===== src/rtl/video_timing_gen_pkg.sv =====
// video_pkg: shared types and default 720x480 timing for the raster generator.
//   region_e  - horizontal/vertical region within a line/frame
//   state_e   - run-control FSM states
//   region_of - maps a counter value onto its region given region lengths
package video_pkg;

    typedef enum logic [1:0] {ACTIVE, FP, SYNC, BP} region_e;
    typedef enum logic [1:0] {IDLE, RUN, STOP} state_e;

    localparam int DEF_H_ACTIVE = 720;
    localparam int DEF_H_FP     = 16;
    localparam int DEF_H_SYNC   = 62;
    localparam int DEF_H_BP     = 60;
    localparam int DEF_V_ACTIVE = 480;
    localparam int DEF_V_FP     = 9;
    localparam int DEF_V_SYNC   = 6;
    localparam int DEF_V_BP     = 30;

    // Regions are laid out active, front porch, sync, back porch.
    function automatic region_e region_of(input int cnt, input int act,
                                          input int fp, input int sync);
        if (cnt < act)                 return ACTIVE;
        else if (cnt < act + fp)       return FP;
        else if (cnt < act + fp + sync) return SYNC;
        else                           return BP;
    endfunction

endpackage


===== src/rtl/video_timing_gen_raster_counter.sv =====
// raster_counter: counts 0..MAX-1 on en, wraps to 0.
//   clk, rst (async, active-high)
//   en   - advance request
//   clr  - synchronous clear, overrides en
//   cnt  - current count
//   wrap - high on the enabled cycle where cnt is MAX-1
module raster_counter #(
    parameter int MAX = 8,
    parameter int W   = $clog2(MAX)
) (
    input  logic         clk,
    input  logic         rst,
    input  logic         en,
    input  logic         clr,
    output logic [W-1:0] cnt,
    output logic         wrap
);

    localparam logic [W-1:0] LAST = W'(MAX - 1);

    logic [W-1:0] cnt_q;
    logic [W-1:0] cnt_d;

    assign wrap = en && !clr && (cnt_q == LAST);

    always_comb begin
        cnt_d = cnt_q;
        if (clr)
            cnt_d = '0;
        else if (en)
            cnt_d = wrap ? '0 : cnt_q + W'(1);
    end

    always_ff @(posedge clk or posedge rst) begin
        if (rst)
            cnt_q <= '0;
        else
            cnt_q <= cnt_d;
    end

    assign cnt = cnt_q;

endmodule


===== src/rtl/video_timing_gen.sv =====
// video_timing_gen: raster timing generator and pixel sink for the HDMI path.
//   clk, rst (async, active-high), pix_ce (pixel-rate enable)
//   en          - run request; dropping it finishes the current frame then idles
//   err_clr     - clears sticky underflow
//   data/data_valid/rdy - upstream pixel handshake, rdy is combinational
//   HDMI_*      - registered pixel, data enable and syncs
//   frame_start/line_start - one-clk pulses with first active pixel of frame/line
//   underflow   - sticky: an active pixel found no valid data
//   h_pos/v_pos - raster counters
module video_timing_gen
    import video_pkg::*;
#(
    parameter int                DATA_W   = 36,
    parameter int                H_ACTIVE = DEF_H_ACTIVE,
    parameter int                H_FP     = DEF_H_FP,
    parameter int                H_SYNC   = DEF_H_SYNC,
    parameter int                H_BP     = DEF_H_BP,
    parameter int                V_ACTIVE = DEF_V_ACTIVE,
    parameter int                V_FP     = DEF_V_FP,
    parameter int                V_SYNC   = DEF_V_SYNC,
    parameter int                V_BP     = DEF_V_BP,
    parameter logic              HS_POL   = 1'b1,
    parameter logic              VS_POL   = 1'b1,
    parameter logic [DATA_W-1:0] FILL     = '0
) (
    input  logic              clk,
    input  logic              rst,
    input  logic              pix_ce,
    input  logic              en,
    input  logic              err_clr,
    input  logic [DATA_W-1:0] data,
    input  logic              data_valid,
    output logic              rdy,
    output logic [DATA_W-1:0] HDMI_DATA,
    output logic              HDMI_EN,
    output logic              HDMI_HSYNC,
    output logic              HDMI_VSYNC,
    output logic              frame_start,
    output logic              line_start,
    output logic              underflow,
    output logic [$clog2(H_ACTIVE+H_FP+H_SYNC+H_BP)-1:0] h_pos,
    output logic [$clog2(V_ACTIVE+V_FP+V_SYNC+V_BP)-1:0] v_pos
);

    localparam int H_TOTAL = H_ACTIVE + H_FP + H_SYNC + H_BP;
    localparam int V_TOTAL = V_ACTIVE + V_FP + V_SYNC + V_BP;
    localparam int HW      = $clog2(H_TOTAL);
    localparam int VW      = $clog2(V_TOTAL);

    state_e            state_q;
    logic [HW-1:0]     h_cnt;
    logic [VW-1:0]     v_cnt;
    logic              h_wrap;
    logic              v_wrap;   // last pixel of the frame on a tick
    logic              running;
    logic              tick;
    logic              active;
    region_e           h_reg;
    region_e           v_reg;

    logic [DATA_W-1:0] hdmi_data_q;
    logic              hdmi_en_q;
    logic              hdmi_hs_q;
    logic              hdmi_vs_q;
    logic              frame_start_q;
    logic              line_start_q;
    logic              underflow_q;

    assign running = (state_q != IDLE);
    assign tick    = running && pix_ce;

    // Counters sit at 0 while idle so the first tick after start is (0,0).
    raster_counter #(.MAX(H_TOTAL), .W(HW)) u_h_cnt (
        .clk  (clk),
        .rst  (rst),
        .en   (tick),
        .clr  (!running),
        .cnt  (h_cnt),
        .wrap (h_wrap)
    );

    raster_counter #(.MAX(V_TOTAL), .W(VW)) u_v_cnt (
        .clk  (clk),
        .rst  (rst),
        .en   (h_wrap),
        .clr  (!running),
        .cnt  (v_cnt),
        .wrap (v_wrap)
    );

    assign h_reg  = region_of(int'(h_cnt), H_ACTIVE, H_FP, H_SYNC);
    assign v_reg  = region_of(int'(v_cnt), V_ACTIVE, V_FP, V_SYNC);
    assign active = (h_reg == ACTIVE) && (v_reg == ACTIVE);
    assign rdy    = tick && active && data_valid;

    always_ff @(posedge clk or posedge rst) begin
        if (rst) begin
            state_q       <= IDLE;
            hdmi_data_q   <= '0;
            hdmi_en_q     <= 1'b0;
            hdmi_hs_q     <= ~HS_POL;
            hdmi_vs_q     <= ~VS_POL;
            frame_start_q <= 1'b0;
            line_start_q  <= 1'b0;
            underflow_q   <= 1'b0;
        end else begin
            case (state_q)
                IDLE:    if (en) state_q <= RUN;
                RUN:     if (!en) state_q <= STOP;
                // Only leave at the frame boundary so a frame is never cut short.
                STOP:    if (en) state_q <= RUN;
                         else if (v_wrap) state_q <= IDLE;
                default: state_q <= IDLE;
            endcase

            if (pix_ce) begin
                if (running) begin
                    hdmi_en_q   <= active;
                    // Underflow keeps timing: the slot still goes out, filled.
                    hdmi_data_q <= !active ? '0 : (data_valid ? data : FILL);
                    hdmi_hs_q   <= (h_reg == SYNC) ? HS_POL : ~HS_POL;
                    hdmi_vs_q   <= (v_reg == SYNC) ? VS_POL : ~VS_POL;
                end else begin
                    hdmi_en_q   <= 1'b0;
                    hdmi_data_q <= '0;
                    hdmi_hs_q   <= ~HS_POL;
                    hdmi_vs_q   <= ~VS_POL;
                end
            end

            // Pulses are computed every clk so they drop after one cycle.
            frame_start_q <= tick && (h_cnt == '0) && (v_cnt == '0);
            line_start_q  <= tick && (h_cnt == '0) && (v_reg == ACTIVE);

            // A new underflow beats a simultaneous clear.
            if (tick && active && !data_valid)
                underflow_q <= 1'b1;
            else if (err_clr)
                underflow_q <= 1'b0;
        end
    end

    assign HDMI_DATA   = hdmi_data_q;
    assign HDMI_EN     = hdmi_en_q;
    assign HDMI_HSYNC  = hdmi_hs_q;
    assign HDMI_VSYNC  = hdmi_vs_q;
    assign frame_start = frame_start_q;
    assign line_start  = line_start_q;
    assign underflow   = underflow_q;
    assign h_pos       = h_cnt;
    assign v_pos       = v_cnt;

endmodule


===== config.mk =====
export PLATFORM = sky130hd
export DESIGN_NAME = video_timing_gen
export DESIGN_NICKNAME = d
export VERILOG_FILES = /design/src/rtl/video_timing_gen_pkg.sv /design/src/rtl/video_timing_gen_raster_counter.sv /design/src/rtl/video_timing_gen.sv
export SDC_FILE = /design/constraint.sdc
export NUM_CORES = 1
export LEC_CHECK = 0
export CAP_MARGIN = 30
export CORE_MARGIN = 5
export CORE_UTILIZATION = 51
export CTS_CLUSTER_SIZE = 10
export DETAILED_ROUTE_END_ITERATION = 12
export GPL_ROUTABILITY_DRIVEN = 0
export GPL_TIMING_DRIVEN = 0
export PLACE_DENSITY = 0.83
export REMOVE_ABC_BUFFERS = 1
export SLEW_MARGIN = 20
export SYNTH_ARGS = -nofsm -noshare
export SYNTH_HDL_FRONTEND = slang
export SYNTH_HIERARCHICAL = 1
export SYNTH_SLANG_ARGS = --single-unit

===== constraint.sdc =====
create_clock -name clk -period 4.4 [get_ports clk]
set_input_delay 1.32 -clock clk [delete_from_list [all_inputs] [get_ports clk]]
set_output_delay 1.32 -clock clk [all_outputs]
set_load 0.005 [all_outputs]

Yosys cells after proc, flatten, opt, wreduce, memory -nomap -nowiden
Cells that the tools add are included.
{"block": "totals", "word_cells": 77, "in_bits": 42, "register_bits": 64, "out_inout_bits": 63}
{"block": "op_classes", "n_lt_le_gt_ge": 6, "n_reduce_logical": 21, "muxes": 27, "n_addsub": 2, "n_eq_ne": 11}
{"op": "two-way mux 36 bit", "n": 3}
{"op": "two-way mux 10 bit", "n": 6}
{"op": "less-than comparator 10 bit, second input constant", "n": 3}
{"op": "less-than comparator 10 x 9 -> 1 bit, second input constant", "n": 3}
{"op": "adder 10 x 1 -> 10 bit, second input constant", "n": 2}
{"op": "== test 10 bit, second input constant", "n": 2}
{"op": "zero test 10 bit", "n": 2}
{"op": "two-way mux 2 bit", "n": 8}
{"op": "logical AND 1 bit", "n": 12}
{"op": "two-way mux 1 bit", "n": 9}
{"op": "== test 2 bit, second input constant", "n": 3}
{"op": "zero test 2 bit", "n": 3}
{"op": "one-hot mux 2 bit (3 select lines)", "n": 1}
{"op": "!= test 2 x 1 -> 1 bit, second input constant", "n": 2}
{"op": "!= test 2 bit, second input constant", "n": 2}
{"op": "nonzero test 2 bit", "n": 2}
{"op": "!= test 3 x 2 -> 1 bit, second input constant", "n": 1}
{"op": "AND reduction 3 bit", "n": 1}
{"op": "== test 2 x 1 -> 1 bit, second input constant", "n": 1}
{"op": "zero test 1 bit", "n": 1}

Logic depth before layout (Yosys ltp)
Gate-level depths: netlist of the first run.
{"block": "logic_depth", "depth_word": 9, "mapped_depth": 10}

Modules after synthesis
Netlist of the first run, hierarchy kept.
{"mod": "video_timing_gen", "seq_area_each_um2": 1101.1, "cells_each": 212, "instances": 1, "area_per_inst_um2": 2268.4}
{"mod": "raster_counter (u_h_cnt)", "seq_area_each_um2": 250.2, "cells_each": 73, "instances": 1, "area_per_inst_um2": 669.4}
{"mod": "raster_counter (u_v_cnt)", "seq_area_each_um2": 250.2, "cells_each": 67, "instances": 1, "area_per_inst_um2": 616.8}

Worst setup path before layout of the first run
Ideal clock, no wire load.
{"block": "synth_timing", "path_kind": "input to output", "from": "in data_valid", "to": "out rdy", "cell_stages": 4, "path_buffers": 2, "required_time_ps": 3080, "slack_ps": 1046, "arrival_time_ps": 2034, "cell_sequence": "buf_2 > buf_2 > inv_1 > nor4_1"}
{"block": "synth_via", "elab_chain_len": 1}
{"item": "from (decl)", "line": "video_timing_gen.sv:32", "rtl": "input logic data_valid,"}
{"item": "logical AND 1 bit", "line": "video_timing_gen.sv:94", "rtl": "assign rdy = tick && active && data_valid;"}
{"item": "to (decl)", "line": "video_timing_gen.sv:33", "rtl": "output logic rdy,"}
No other way between the ends.

Worst setup path in the final report of the first run
{"block": "layout_timing", "from": "in pix_ce", "to": "out rdy"}
{"block": "layout_via", "elab_chain_len": 3}
{"item": "from (decl)", "line": "video_timing_gen.sv:28", "rtl": "input logic pix_ce,"}
{"item": "logical AND 1 bit", "line": "video_timing_gen.sv:70", "rtl": "assign tick = running && pix_ce;"}
{"item": "via tick", "line": "video_timing_gen.sv:56", "rtl": "logic tick;"}
{"item": "logical AND 1 bit (2 in series)", "line": "video_timing_gen.sv:94"}
The timed path passes the listed nets, and every way through them passes these cells.

==> results of run 1 <==
worst max-delay path: stages:
cell and delay [ps]:
clkdlybuf4s50_1 570, o21a_4 200, nand2_8 130, nor4_1 200, clkdlybuf4s50_1 550
worst paths after layout:
kind | start | slack, ps | end
worst max-delay path | pix_ce | 110 | rdy
worst min-delay path | HDMI_DATA[28] | 480 | HDMI_DATA[28]
worst max register to register | u_h_cnt/cnt[1] | 1900 | u_v_cnt/cnt[7]
worst min register to register | HDMI_DATA[28] | 480 | HDMI_DATA[28]
max in group asynchronous | rst | 2550 | HDMI_DATA[5]
min in group asynchronous | rst | 1360 | u_v_cnt/cnt[1]
final cells by class:
cell class	count	area, um^2
Clock inverter	2	10.0
Timing Repair Buffer	109	1150
Clock buffer	11	131
Multi-Input combinational cell	252	1780
Fill cell	511	1950
Tap cell	96	120
Inverter	13	48.8
Sequential cell	64	1600
routing by layer:
metal  vias up  track usage
met3        12       0.0338
met1      1602        0.324
met4         0       0.0659
li1       1476            -
met2       129        0.374
met5         -            0
cell families after synthesis:
| kind of cell | count (synthesis) | share of synthesized area |
|---|---|---|
| mux | 1 | 0.00282 |
| buf+inv | 37 | 0.0574 |
| flops | 64 | 0.451 |
| xor+xnor | 4 | 0.00986 |
| compound gates | 73 | 0.233 |
| fa+ha+maj | 4 | 0.0141 |
| simple gates | 169 | 0.232 |
power breakdown:
group	total [mW]	switching, mW	internal, mW
sequential	0.655	0.0312	0.624
combinational	0.235	0.105	0.130
clock	0.397	0.204	0.193
per-stage QoR:
stage	worst slack, ps	instances	hold slack, ps	cell area, um^2
after floorplan	45.4	328	470	3400
after global placement	-1380	528	460	4560
after detailed placement	-301	532	471	4670
after CTS	74.2	547	486	4840
after global routing	24.4	547	500	4840
final	106	547	482	4840
cell usage in the layout, fill, tap and decap left out, types with 2 or more instances in the layout:
master / synthesis / layout
a21oi_1: 4 / 3
and4_1: 2 / 2
dfrtp_1: 64 / 64
or4_1: 3 / 3
nor3_1: 4 / 4
inv_1: 13 / 11
nor2_1: 9 / 9
o41ai_1: 9 / 9
clkbuf_8: 0 / 9
nand4b_1: 2 / 2
clkbuf_1: 5 / 2
a32o_1: 2 / 2
o41ai_2: 28 / 28
buf_16: 0 / 3
nor4_1: 4 / 4
nand2b_1: 8 / 7
or3_1: 4 / 4
inv_2: 0 / 2
nand2_1: 94 / 94
clkdlybuf4s50_1: 0 / 103
xor2_1: 3 / 3
nand4_1: 5 / 5
o31ai_1: 5 / 5
o21ai_0: 10 / 10
nor2b_1: 2 / 2
ha_1: 4 / 4
and2_1: 4 / 4
clkinv_2: 0 / 2
nand3_1: 17 / 17
state kept, by name, indices dropped and copies added (netlist names):
name,flops
HDMI_DATA,36
frame_start,1
state_q,2
line_start,1
u_h_cnt/cnt,10
u_v_cnt/cnt,10
underflow,1
HDMI_HSYNC,1
HDMI_VSYNC,1
HDMI_EN,1
what timing repair did:
action	4_1_cts	5_1_grt
endpoints found under the hold margin	0	0
buffers inserted	1	0
hold buffers	0	0
setup endpoints to repair	1	0
resized for setup	1	0
==> flow_summary.toml, run 1 <==
[power_and_ir_drop]
ir_worst_vdd_mv = 0.160
power_leakage_nw = 2.03
power.density_nw_per_um2 = 266
totalPowerFinal_mw = 1.29

[global_route]
grt_max_degree = 39
overflow = 0
antenna_found_initial = 0
grt_pass1_vias = 3207
grt_util_all_layers = 0.232
grt_pass1_wl_um = 16100

[sta]
layout_min_cycle_time_ps = 4290
clock.fmax_mhz = 233
hold_viol = 0
final.period_utilization = 0.976
slew_viol_final = 0
fin_setup_tns_ps = 0
clock_skew_ps = 2.49
maxSlewHeadroom = 0.409
worst_pin_slew_ps = 883
setup_viol = 0
rsz0062_at_grt = "no"

[cells_and_area]
drive_above_1_share = 0.133
syn_to_final_growth_pct = 36.2
fin_util = 0.713
n_antenna_cell = 0
nNetsFinal = 495

[placement]
io_buffers = 104
hpwl_um = 6740

[worst_hold_path]
hold_depth = 2
min_path_type = "flop to flop"

[synthesis]
synth_area_leaders = "dfrtp_1 45%, o41ai_2 13%, nand2_1 9.9%"
syn_area_um2 = 3550
synth_edf_count = 0
synth_ff_type = "dfrtp_1"
synth_top_area_share = 0.451
async_flop_share = 1.00
synth_area_per_cell_um2 = 10.1
yosysTopAreaCell = "dfrtp_1"
yosys_warnings = 6
synthCells = 352
synth.most_common_cell = "nand2_1"
synth-seq-cells = 64
synth_common_cells = "94 x nand2_1, 64 x dfrtp_1, 28 x o41ai_2, 17 x nand3_1, 13 x inv_1"
netlist-cell-type-count = 56
yosysSeqAreaShare = 0.451

[clock_network]
htree_num_levels = 3
clk_pin_slew_ps = 60
clk_latency_ps = 330
clk_path_buf_depth = 2
cts.sinks = 64
cts_root_buf = "clkbuf_8"
cts_tree = "built"
cts_made_buffers = 9

[routing]
wl_um = 9840
drc = 0
drt_iter0_drc = 140
ant_nets = 0
wl_per_cell_um = 18.0
wl_met3_um = 595
avgViaCountPerCell = 5.88
top_layer_used = "met4"
vias = 3219
drt-met1-wl_um = 4450
wl_met2_um = 4680
dr.pass1.iters = 5

[floorplan]
coreArea_um2 = 6790
io-pin-count = 105
dieArea_um2 = 8740
die_w_um = 93.5
rows = 30
start_util = 0.523
die_y_um = 93.5

[job]
maxCapViolations = 0

[setup_path]
setup.worst_path.class = "primary input to output pin"
crit_arrival_ps = 2970
crit_path_start_kind = "primary input"
end_kind = "output pin"
cp_data_required_time_ps = 3080
crit_path_max_fanout = 20
r2r_cells = 9

[outcome]
status = "finished clean"
(Power assumes the default switching activity.)
==> inputs of run 2 (changes only) <==
Settings changed: SLEW_MARGIN 20 to not set.
==> flow_summary.toml, run 2 (synthesis gave the netlist of run 1 again) <==
[outcome]
status = "finished clean"

[clock_network]
cts_made_buffers = 9
cts_tree = "built"
clk_latency_ps = 350
clk_pin_slew_ps = 60
ctsHoldBuffers = 0
cts_root_buf = "clkbuf_8"
clk_path_buf_depth = 2
cts.sinks = 64
htree_num_levels = 3

[setup_path]
crit_path_max_fanout = 20
crit_path_start_kind = "primary input"
crit_slowest_cell = "clkdlybuf4s50_1"
crit_arrival_ps = 2910
cp_data_required_time_ps = 3080
end_kind = "output pin"
crit_top_cell = "clkdlybuf4s50_1"
setup.worst_path.class = "primary input to output pin"
crit_path_max_incr_delay_ps = 550
crit_path_cell_trace = "clkdlybuf4s50_1 -> o21a_4 -> nand2_8 -> nor4_2 -> clkdlybuf4s50_1"

[floorplan]
rows = 30
dieArea_um2 = 8740
coreArea_um2 = 6790
io-pin-count = 105
start_util = 0.523
die_w_um = 93.5
die_y_um = 93.5

[sta]
fin_setup_tns_ps = 0
setup_viol = 0
hold_viol = 0
slew_viol_final = 0
layout_min_cycle_time_ps = 4230
clock.fmax_mhz = 236
worst_pin_slew_ps = 902
maxSlewHeadroom = 0.396
rsz0062_at_grt = "no"
final.period_utilization = 0.962
clock_skew_ps = 8.89

[cells_and_area]
fill_cells = 504
final_cell_mix = "103 x clkdlybuf4s50_1, 94 x nand2_1, 64 x dfrtp_1"
nNetsFinal = 496
syn_to_final_growth_pct = 38.6
n_antenna_cell = 0
largest_reg_flops = 36
drive_above_1_share = 0.143
layout_commonest_cell = "clkdlybuf4s50_1"

[power_and_ir_drop]
totalPowerFinal_mw = 1.42
ir_worst_vdd_mv = 0.201
power.density_nw_per_um2 = 288
power_leakage_nw = 2.06

[routing]
vias = 3265
wl_um = 10100
drc = 0
wl_per_cell_um = 18.2
drt_iter0_drc = 104
dr.pass1.iters = 4
avgViaCountPerCell = 5.93
ant_nets = 0

[global_route]
grt_pass1_wl_um = 16200
antenna_found_initial = 0
grt_max_degree = 35
overflow = 0
grt_util_all_layers = 0.235
grt_pass1_vias = 3139

[worst_hold_path]
min_path_type = "flop to flop"

[placement]
hpwl_um = 6760
io_buffers = 104

[job]
maxCapViolations = 0
## run 2: critical path: cells and delay by family
family,cells,cell delay [ps]
AO/OA/AOI/OAI,1,200
buffers and inverters,2,1090
AND/OR/NAND/NOR,2,300
## run 2: where the power goes
part	switching, mW	internal (mW)
clock network	0.234	0.290
registers	0.0318	0.623
logic	0.106	0.136
## run 2: layer usage
metal  vias to the layer above  routed length [um]  track usage  part of all wire
met3                        13                 817       0.0571             0.081
met2                       158                4750        0.365              0.47
met5                         -                   0            0                 0
met1                      1610                4370        0.332              0.43
met4                         0                 115       0.0537             0.011
li1                       1484                   -            -                 -
## run 2: what timing repair did
item	CTS	global route
endpoints found under the setup margin	1	1
cloned	1	0
resized for setup	2	1
buffers inserted	1	0
pin swaps	1	0
## run 2: cell type report
cell class,count,area [um^2],area share
clock buffer,11,151,0.0307
clock inverter,5,55.1,0.0112
inverter,13,48.8,0.00990
multi-input combinational,252,1790,0.363
sequential,64,1600,0.325
tap,96,120,0.0244
timing repair buffer,110,1160,0.236
## run 2: worst paths after layout
check,start,to,slack [ps],cells after the start
setup reg to reg,u_h_cnt/cnt[1],u_v_cnt/cnt[7],1870,9
hold / removal,HDMI_DATA[9],HDMI_DATA[9],480,2
max in group asynchronous,rst,HDMI_DATA[10],2540,3
hold reg to reg,HDMI_DATA[9],HDMI_DATA[9],480,2
setup / recovery,pix_ce,rdy,170,5
min in group asynchronous,rst,u_v_cnt/cnt[3],1350,2
## run 2: through the flow
| step | hold WS [ps] | utilization | setup WS (ps) | instances | cell area, um^2 |
|---|---|---|---|---|---|
| 2_1_floorplan | 470 | - | 45.4 | 328 | 3400 |
| 3_3_place_gp | 460 | 0.671 | -1380 | 528 | 4560 |
| 3_5_place_dp | 465 | 0.690 | -281 | 533 | 4690 |
| 4_1_cts | 482 | 0.724 | 87.5 | 551 | 4920 |
| 5_1_grt | 504 | 0.725 | 69.8 | 551 | 4930 |
| 6_report | 480 | 0.725 | 165 | 551 | 4930 |
==> inputs of run 3 (changes only) <==
Settings changed: SLEW_MARGIN set to 40.
==> flow_summary.toml, run 3 (synthesis gave the netlist of run 1 again) <==
[sta]
maxSlewHeadroom = 0.541
final.period_utilization = 0.959
worst_pin_slew_ps = 688
whs_ps = 477
layout_min_cycle_time_ps = 4220
setup_viol = 0
slew_viol_final = 0
hold_viol = 0
clock.fmax_mhz = 237
clock_skew_ps = 9.62
rsz0062_at_grt = "no"

[routing]
avgViaCountPerCell = 5.93
drt_iter0_drc = 163
dr.pass1.iters = 5
wl_per_cell_um = 18.3
ant_nets = 0
vias = 3261
wl_um = 10100
drc = 0

[floorplan]
die_y_um = 93.5
io-pin-count = 105
start_util = 0.523
rows = 30
die_w_um = 93.5
dieArea_um2 = 8740
coreArea_um2 = 6790

[cells_and_area]
n_antenna_cell = 0
largest_reg_flops = 36
syn_to_final_growth_pct = 37.7
layout_commonest_cell = "clkdlybuf4s50_1"
drive_above_1_share = 0.143
postLayoutCellArea_um2 = 4900
nNetsFinal = 496
final_cell_mix = "102 x clkdlybuf4s50_1, 94 x nand2_1, 64 x dfrtp_1"

[outcome]
status = "finished clean"

[job]
maxCapViolations = 0

[setup_path]
end_kind = "output pin"
setup.worst_path.class = "primary input to output pin"
crit_arrival_ps = 2900
cp_data_required_time_ps = 3080
crit_path_start_kind = "primary input"
crit_path_max_fanout = 38

[clock_network]
clk_pin_slew_ps = 60
clk_path_buf_depth = 2
clk_latency_ps = 350
cts.sinks = 64
cts_tree = "built"
cts_root_buf = "clkbuf_8"
cts_made_buffers = 9
htree_num_levels = 3
ctsHoldBuffers = 0

[power_and_ir_drop]
power.density_nw_per_um2 = 283
power_leakage_nw = 2.06
ir_worst_vdd_mv = 0.158

[global_route]
grt_pass1_vias = 3274
overflow = 0
grt_pass1_wl_um = 16500
antenna_found_initial = 0
grt_max_degree = 44
grt_util_all_layers = 0.238

[worst_hold_path]
min_path_type = "flop to flop"

[placement]
hpwl_um = 6750
io_buffers = 104
postPlaceCellArea_um2 = 4670
## run 3: repair_timing
item	4_1_cts	5_1_grt
hold endpoints to repair	0	0
gates cloned	1	0
pin swaps	1	0
resized for setup	1	2
buffers inserted	1	0
endpoints found under the setup margin	1	1
## run 3: layout make-up
cell class / count / area [um^2]
clock buffers: 12 / 145
clock inverters: 3 / 42.5
fillers: 504 / 1900
inverters: 13 / 51.3
multi-input cells: 252 / 1800
flip-flops and latches: 64 / 1600
well taps: 96 / 120
repair buffers: 110 / 1140
## run 3: stage by stage
step           setup TNS [ps]  power (mW)  utilization  cells  worst slack (ps)
2_1_floorplan               0       0.753            -    328              45.4
3_3_place_gp            -1380       0.891        0.671    528             -1380
3_5_place_dp             -334       0.900        0.687    533              -334
4_1_cts                     0        1.40        0.719    550              50.8
5_1_grt                     0        1.45        0.721    550               102
6_report                    0        1.39        0.721    550               182
## run 3: final timing paths
kind / cells past startpoint / to / start / slack, ps
min in group asynchronous: 2 / state_q[1] / rst / 1270
max reg2reg: 9 / u_v_cnt/cnt[7] / u_h_cnt/cnt[1] / 1930
max: 4 / rdy / data_valid / 180
max in group asynchronous: 2 / u_h_cnt/cnt[3] / rst / 2680
min: 2 / HDMI_DATA[28] / HDMI_DATA[28] / 480
min reg2reg: 2 / HDMI_DATA[28] / HDMI_DATA[28] / 480
## run 3: worst max-delay path, cell delays in order
cell and delay [ps]:
buf_2 530, inv_1 140, nor4_2 340, clkdlybuf4s50_1 560
## run 3: where the power goes
part | internal [mW] | switching (mW) | leakage [nW]
clock | 0.273 | 0.221 | 0.0925
sequential | 0.623 | 0.0316 | 0.864
combinational | 0.131 | 0.106 | 1.10
## run 3: per-layer routing
layer | routed length, um | global-route usage | vias to the layer above | part of all wire
li1 | - | - | 1481 | -
met1 | 4290 | 0.318 | 1616 | 0.43
met2 | 4810 | 0.381 | 148 | 0.48
met3 | 771 | 0.0515 | 16 | 0.077
met4 | 190 | 0.0867 | 0 | 0.019
met5 | 0 | 0 | - | 0
